==> src/rtl/multiword_add_seq.sv <==
// multiword_add_seq: adds two 16*WORDS-bit operands over WORDS cycles by
// walking a single 16-bit ripple-carry adder (adder_16) across the slices,
// least significant slice first, with the slice carry held in a register.
// Optional feature macro: MULTIWORD_ADD_OVF_EN adds the signed-overflow
// output ovf.

// 16-bit ripple-carry adder built from a chain of full adders.
module adder_16 (
    input  logic [15:0] a,
    input  logic [15:0] b,
    input  logic        cin,
    output logic [15:0] sum,
    output logic        cout
);
    logic [16:0] w_c;

    assign w_c[0] = cin;

    generate
        for (genvar gi = 0; gi < 16; gi++) begin : g_fa
            assign sum[gi]     = a[gi] ^ b[gi] ^ w_c[gi];
            assign w_c[gi + 1] = (a[gi] & b[gi]) | (w_c[gi] & (a[gi] ^ b[gi]));
        end
    endgenerate

    assign cout = w_c[16];
endmodule

module multiword_add_seq #(
    parameter int WORDS = 4
) (
    input  logic                  clk,
    input  logic                  rst,
    input  logic                  in_valid,
    output logic                  in_ready,
    input  logic [16*WORDS-1:0]   in1,
    input  logic [16*WORDS-1:0]   in2,
    input  logic                  cin,
    output logic                  out_valid,
    input  logic                  out_ready,
    output logic [16*WORDS-1:0]   sum,
    output logic                  cout
`ifdef MULTIWORD_ADD_OVF_EN
    ,
    output logic                  ovf
`endif
);
    localparam int N  = 16 * WORDS;
    localparam int KW = (WORDS > 1) ? $clog2(WORDS) : 1;
    localparam logic [KW-1:0] K_LAST = KW'(WORDS - 1);

    typedef enum logic [1:0] {
        IDLE = 2'd0,
        RUN  = 2'd1,
        DONE = 2'd2
    } state_t;

    state_t          r_state;
    state_t          w_state_next;
    logic [N-1:0]    r_a;
    logic [N-1:0]    r_b;
    logic [N-1:0]    r_sum;
    logic            r_carry;
    logic            r_cout;
    logic [KW-1:0]   r_k;

    logic [15:0]     w_a_slice;
    logic [15:0]     w_b_slice;
    logic [15:0]     w_add_sum;
    logic            w_add_cout;
    logic            w_accept;
    logic            w_last;

    assign w_accept = (r_state == IDLE) && in_valid;
    assign w_last   = (r_state == RUN) && (r_k == K_LAST);

    // Select the operand slice addressed by the slice index.
    always_comb begin
        w_a_slice = '0;
        w_b_slice = '0;
        for (int i = 0; i < WORDS; i++) begin
            if (r_k == KW'(i)) begin
                w_a_slice = r_a[16*i +: 16];
                w_b_slice = r_b[16*i +: 16];
            end
        end
    end

    adder_16 u_adder (
        .a    (w_a_slice),
        .b    (w_b_slice),
        .cin  (r_carry),
        .sum  (w_add_sum),
        .cout (w_add_cout)
    );

    // State register.
    always_ff @(posedge clk or posedge rst) begin
        if (rst) begin
            r_state <= IDLE;
        end else begin
            r_state <= w_state_next;
        end
    end

    // Next-state logic: accept in IDLE, walk slices in RUN, hold in DONE.
    always_comb begin
        w_state_next = r_state;
        case (r_state)
            IDLE:    if (in_valid)  w_state_next = RUN;
            RUN:     if (w_last)    w_state_next = DONE;
            DONE:    if (out_ready) w_state_next = IDLE;
            default:                w_state_next = IDLE;
        endcase
    end

    // Operand capture on accept; one slice of the sum written per RUN edge.
    always_ff @(posedge clk or posedge rst) begin
        if (rst) begin
            r_a     <= '0;
            r_b     <= '0;
            r_sum   <= '0;
            r_carry <= 1'b0;
            r_cout  <= 1'b0;
            r_k     <= '0;
        end else if (w_accept) begin
            r_a     <= in1;
            r_b     <= in2;
            r_carry <= cin;
            r_sum   <= '0;
            r_cout  <= 1'b0;
            r_k     <= '0;
        end else if (r_state == RUN) begin
            for (int i = 0; i < WORDS; i++) begin
                if (r_k == KW'(i)) begin
                    r_sum[16*i +: 16] <= w_add_sum;
                end
            end
            r_carry <= w_add_cout;
            r_k     <= r_k + 1'b1;
            if (w_last) begin
                r_cout <= w_add_cout;
            end
        end
    end

`ifdef MULTIWORD_ADD_OVF_EN
    logic r_ovf;

    // Two's-complement overflow, decided when the top slice is written.
    always_ff @(posedge clk or posedge rst) begin
        if (rst) begin
            r_ovf <= 1'b0;
        end else if (w_accept) begin
            r_ovf <= 1'b0;
        end else if (w_last) begin
            r_ovf <= (r_a[N-1] == r_b[N-1]) && (w_add_sum[15] != r_a[N-1]);
        end
    end

    assign ovf = r_ovf;
`endif

    assign in_ready  = (r_state == IDLE);
    assign out_valid = (r_state == DONE);
    assign sum       = r_sum;
    assign cout      = r_cout;
endmodule
==> config.mk <==
export PLATFORM = sky130hd
export DESIGN_NAME = multiword_add_seq
export DESIGN_NICKNAME = d
export VERILOG_FILES = /design/src/rtl/multiword_add_seq.sv
export SDC_FILE = /design/constraint.sdc
export NUM_CORES = 1
export LEC_CHECK = 0
export CAP_MARGIN = 5
export CORE_UTILIZATION = 50
export CTS_CLUSTER_DIAMETER = 120
export DETAILED_ROUTE_END_ITERATION = 10
export PLACE_DENSITY = 0.79
export SLEW_MARGIN = 30
export SYNTH_ARGS = -nofsm -noshare
export SYNTH_HDL_FRONTEND = slang
export SYNTH_SLANG_ARGS = --single-unit
==> constraint.sdc <==
create_clock -name clk -period 10.1 [get_ports clk]
set_input_delay 2.02 -clock clk [delete_from_list [all_inputs] [get_ports clk]]
set_output_delay 2.02 -clock clk [all_outputs]
set_load 0.02 [all_outputs]
# Yosys cells after proc, flatten, opt, wreduce, memory -nomap -nowiden
# Index checks and enable logic that the tools add are counted.
[totals]
reg_bits = 198
input_bits = 133
out_inout_bits = 67
elab_cells = 140
[classes]
addsub = 1
eq_ne = 8
n_mux = 25
bitwise = 80
n_reduce_logical = 16
[ops]
columns = ["op", "count"]
rows = [
  ["$mux W16", 12],
  ["$mux W64", 2],
  ["$and A1 B1 Y1", 32],
  ["$xor A1 B1 Y1", 32],
  ["$or A1 B1 Y1", 16],
  ["$reduce_bool A2 Y1", 6],
  ["$mux W2", 5],
  ["$reduce_and A2 Y1", 5],
  ["$eq A2 B2 Y1 const B", 3],
  ["$pmux W2 S3", 1],
  ["$mux W1", 5],
  ["$eq A2 B1 Y1 const B", 2],
  ["$logic_not A2 Y1", 2],
  ["$ne A2 B2 Y1 const B", 2],
  ["$reduce_and A3 Y1", 1],
  ["$add A2 B1 Y2 const B", 1],
  ["$logic_and A1 B1 Y1", 2],
  ["$ne A2 B1 Y1 const B", 1],
]

# Logic depth before layout (Yosys ltp)
[depth]
word_depth = 41
ltp_mapped = 27
ltp_nobuf = 25

# Modules after synthesis
# A second synthesis with hierarchy kept.
[unflattened]
hier_cells = 766
area_unflattened_um2 = 9525.4
[by_module_without_submodules]
columns = ["mod", "n_inst", "cells_per_inst", "area_each_um2", "seq_area_each_um2"]
rows = [
  ["multiword_add_seq", 1, 740, 9167.5, 4954.8],
  ["adder_16", 1, 26, 357.8, 0.0],
]

# Least setup slack after synthesis
# Ideal clock, no wire load.
[synth_timing]
kind = "flip-flop to flip-flop"
start = "reg r_k[0]"
end = "reg r_sum[15], in the netlist sum[15]"
setup_time_ps = 87
arrival_time_ps = 8439
required_time_ps = 10013
slack_ps = 1574
path_stages_with_launch = 26
n_path_buf = 2
period_less_slack_ps = 8526
cell_sequence = "dfrtp_1 ha_1 clkbuf_1 nor2_1 clkbuf_1 a21oi_1 fa_1 fa_1 fa_1 fa_1 fa_1 fa_1 fa_1 fa_1 fa_1 fa_1 fa_1 fa_1 fa_1 inv_1 fa_1 fa_1 inv_1 fa_1 nand2b_1 o211ai_1"
[synth_via]
elab_chain_cells = 40
word_cells_on_any_way = 79
cone_classes = "eq/ne (3); mux (11); bitwise (62); reduce/logical (3)"
[synth_rtl]
columns = ["item", "line_no", "rtl"]
rows = [
  ["start, declared", "65", "logic [KW-1:0] r_k;"],
  ["start signal, assigned", "140", "r_k <= r_k + 1'b1;"],
  ["$logic_not A2 Y1", "82, 135", ""],
  ["$mux W16 (4 in series)", "82", "if (r_k == KW'(i)) begin"],
  ["$xor A1 B1 Y1", "22", "assign w_c[gi + 1] = (a[gi] & b[gi]) | (w_c[gi] & (a[gi] ^ b[gi]));"],
  ["$and A1 B1 Y1", "22", ""],
  ["$or A1 B1 Y1", "22", ""],
  ["$and A1 B1 Y1", "22", ""],
  ["$or A1 B1 Y1", "22", ""],
  ["$and A1 B1 Y1", "22", ""],
  ["[21 not listed]", "-", ""],
  ["$and A1 B1 Y1", "22", ""],
  ["$or A1 B1 Y1", "22", ""],
  ["$and A1 B1 Y1", "22", ""],
  ["$or A1 B1 Y1", "22", ""],
  ["$xor A1 B1 Y1", "21", "assign sum[gi] = a[gi] ^ b[gi] ^ w_c[gi];"],
  ["$mux W16", "135", "if (r_k == KW'(i)) begin"],
  ["$mux W64", "133", "end else if (r_state == RUN) begin"],
  ["$mux W64", "126", "end else if (w_accept) begin"],
  ["end signal, assigned by index", "136", "r_sum[16*i +: 16] <= w_add_sum;"],
  ["end, declared", "62", "logic [N-1:0] r_sum;"],
]
# Parallel ways exist; a longest one is shown, timed or not. The select of a mux whose other input is x is not followed.
# A chain may end at the register's enable or synchronous reset.

# Final worst setup path
[layout_timing]
start = "reg r_k[0]"
end = "reg r_sum[31], in the netlist sum[31]"
[layout_via]
elab_chain_cells = 40
word_cells_on_any_way = 79
cone_classes = "eq/ne (3); mux (11); bitwise (62); reduce/logical (3)"
[layout_rtl]
columns = ["item", "line_no"]
rows = [
  ["$logic_not A2 Y1", "82"],
  ["$mux W16 (4 in series)", "82"],
  ["$xor A1 B1 Y1", "22"],
  ["$and A1 B1 Y1", "22"],
  ["$or A1 B1 Y1", "22"],
  ["$and A1 B1 Y1", "22"],
  ["$or A1 B1 Y1", "22"],
  ["$and A1 B1 Y1", "22"],
  ["[21 not listed]", "-"],
  ["$and A1 B1 Y1", "22"],
  ["$or A1 B1 Y1", "22"],
  ["$and A1 B1 Y1", "22"],
  ["$or A1 B1 Y1", "22"],
  ["$xor A1 B1 Y1", "21"],
  ["$mux W16", "135"],
  ["$mux W64", "133"],
  ["$mux W64", "126"],
]
# Parallel ways exist; a longest one is shown, timed or not. The select of a mux whose other input is x is not followed.

==> summary.txt <==
Run status
  • Outcome: finished with violations
  • Failing checks: DRC

Yosys
  • Number of flops mapped to enable cells by yosys: 0
  • Synth warn: 0
  • Synth area leaders: dfrtp_1 53%, mux2_2 12%, nand2_1 6.2%
  • Post-Synthesis Net Count: 932
  • Async S/R FF share, synth: 100.0%
  • Dominant synthesized flop cell: dfrtp_1
  • Syn Std Cell Area: a little over 9000 um2
  • Seq/Total Area, Yosys: 53.31%
  • Synthesized flop and latch total: 198
  • Yosys cell types: 33
  • Syn Area/Cell: roughly 12 um2
  • Area share of the largest cell type after synthesis: 53.31%
  • Synth area leader: dfrtp_1
  • Post-synthesis instance total: 779

Route
  • DRC Markers: 28
  • Drt pass-1 iters: 9
  • Starting DRT DRC Count: 653
  • Via-per-instance ratio: 5.831
  • DR vias: just under 7000
  • Wire length per cell: 20.48 um
  • DRT antenna net count: 0
  • Post-Route WL: ~24 mm

Critical path
  • CP required: 10.45 ns
  • Worst path slowest cell: ha_1
  • Critical Path Max Stage Delay: ~0.63 ns
  • WS Path Type: reg2reg
  • Worst EP arrival: 9.47 ns
  • CP most frequent cell: fa_1
  • CP cell instances: ha_1, inv_2, o22ai_1, a21oi_1, fa_1, fa_1, fa_1, fa_1, fa_1, fa_1, fa_1, fa_1, fa_1, fa_1, fa_1, fa_1, fa_1, inv_1, fa_1, fa_1, inv_1, fa_1, nand2b_1, o211ai_1
  • Crit path buffers/inverters: 3
  • Top delay family on crit path: adder cells
  • Startpoint Class: flip-flop
  • Critical path fanouts, max: 22
  • Crit. End Element: flip-flop

STA
  • Fin Setup TNS: 0 ns
  • Fin crit share: 90.39%
  • Finish-stage setup viols: 0
  • Worst Max-Slew Pin Slew: 0.8295 ns
  • Slew Viols, Final: 0
  • Fmax: 0.1095 GHz
  • RSZ-0062 raised after global routing: false
  • Max transition margin: 44.70%
  • Clk_skew: a little over 0.009 ns
  • Min Tclk post-route: 9.129 ns
  • Final Worst Setup Slack: just under 1 ns
  • Final Hold Fails: 0

Power
  • Pint: around 2.6 mW
  • Switching Power: 2.012 mW
  • Total power: 4.622 mW
  • Sw frac: between 40% and 50%
  • Lkg Pwr: between 4 and 5 nW
  • Comb power frac: 54.1%
  • Peak supply drop: 0.2854 mV
  • Clock power frac: 14.8%
  • Cell Pwr Density: around 390 nW/um2
  • Flop pwr share: 31.1%

Place
  • Buffers on Ports: between 150 and 200
  • Dpl ws: about 1.1 ns
  • Placed inst area: 11370 um2
  • RePlAce Congestion: between 0.8 and 0.9
  • HPWL Detailed: around 18 mm

Clock tree
  • TritonCTS Buffers: 17
  • CTS Buffer Depth: 2
  • Clk Tree Root Cell: clkbuf_16
  • PostCTS Resize Cnt: 0
  • Post-CTS Hold Fix Bufs: 0
  • Htree depth: 4
  • Clk_lat worst skew: 0.44 ns
  • Clk sinks: 198
  • Post-CTS Setup Bufs: 0
  • Reg clk slew, reported paths: roughly 0.070 ns
  • TritonCTS clock tree: done

Flow run
  • Total of max-cap violations: 0

Floorplanning
  • I/O pins: 200
  • Starting Density: 51.39%
  • Die Ht: 138.3 um
  • DIE WIDTH: 138.3 um
  • CORE AREA: 18090 um2
  • Core Rows: 49
  • DIE AREA: 19140 um2

Global routing
  • Vias in the first global route: 6907
  • First-pass GRT wire length: 38.63 mm
  • Largest net degree at the start of global routing: about 120
  • Tot GR Track Use: 26.39%
  • GRT Residual Overflow: 0
  • Antenna violations before repair: 0

Finish
  • Finished Cell Area: 11960 um2
  • Area occupied by multi-input gates: 4009 um2
  • Final #Nets: 1102
  • Fillcell total: 1336
  • Antenna cells: 0
  • Share of layout cells above drive strength 1: between 10% and 20%
  • Layout area overhead: 28.68%
  • Utilization after layout: 66.12%
  • FF/Latch Area: between 4000 and 5000 um2

Min path
  • Hold crit path type: reg2reg
path summary, 6_finish.rpt:
path / from / end / slack (ns) / cells past startpoint
setup / recovery: r_k[0] / sum[31] / 0.97 / 24
hold reg to reg: r_a[30] / r_a[30] / 0.51 / 1
min in group asynchronous: rst / r_a[43] / 2.12 / 2
setup reg to reg: r_k[0] / sum[31] / 0.97 / 24
max in group asynchronous: rst / r_a[5] / 6.76 / 3
hold / removal: r_a[30] / r_a[30] / 0.51 / 1
state kept, by name (all words and copies together) (netlist names):
register  count
cout          1
r_a          64
r_b          64
r_carry       1
r_k           2
r_state       2
sum          64
metal layers:
layer  up-vias  track usage, %  routed length (um)
li1       3105               -                   -
met1      3470           35.72               10410
met2       316           41.49               11620
met3        42           6.200                1730
met4         0           9.994                 584
met5         -               0                   0
final cells by class:
cell class,instances,area share [%]
Sequential cell,198,41.43
Multi-Input combinational cell,513,33.52
Timing Repair Buffer,209,17.35
Clock buffer,21,3.934
Tap cell,229,2.396
Clock inverter,9,0.9939
Inverter,10,0.3766
synthesized netlist by cell type (all sizes together) (13+ instances only):
| cell | number |
|---|---|
| a21oi | 13 |
| a31oi | 24 |
| buf | 33 |
| clkbuf | 25 |
| dfrtp | 198 |
| fa | 16 |
| mux2 | 128 |
| nand2 | 153 |
| nand2b | 15 |
| nand3b | 26 |
| o211ai | 62 |
| o21ai | 13 |
| o22ai | 15 |
| or3b | 13 |
power by group through the flow:
stage | clock (mW) | sequential [mW] | combinational [mW]
floorplan | 0 | 1.42 | 1.60
global placement | 0 | 1.43 | 2.40
detailed placement | 0 | 1.44 | 2.47
CTS | 0.691 | 1.43 | 2.49
global route | 0.718 | 1.48 | 2.70
finish | 0.685 | 1.44 | 2.50
layout by cell type (no fill, tap or decap), types with 2 or more instances in the layout:
master           count
a311oi_1             8
mux2_2              96
clkdlybuf4s50_1    199
nand2_1            153
o221ai_1             2
clkinvlp_4           2
nand3b_1            26
o21ai_0             13
o22ai_1             15
o211ai_1            62
a21oi_1             13
fa_1                16
a31oi_1             24
nand2b_1            15
nor2b_1              3
a22oi_1              4
nor2_1               2
or3b_2              13
ha_1                 3
clkinv_4             3
dfrtp_1            198
buf_4                8
clkbuf_8             3
inv_6                2
bufinv_16            2
nor2b_2              5
clkbuf_16           17
buf_6                2
mux2_4              32
inv_1                8
cells by family (layout without fill, tap and decap cells):
group,count (synthesis),in the layout,share of synthesized area (%)
simple gates,219,219,11.24
flops,198,198,53.31
fa+ha+maj,20,20,3.985
buf+inv,68,249,3.891
compound gates,146,146,10.77
mux,128,128,16.80
through the flow:
stage                     instances  hold slack [ns]
after global routing           1189           0.5184
after global placement         1159           0.4839
after detailed placement       1159           0.4910
final                          1189           0.5097
after floorplan                 779           0.4728
after CTS                      1189           0.5058
Power figures use the tool's default switching activity.
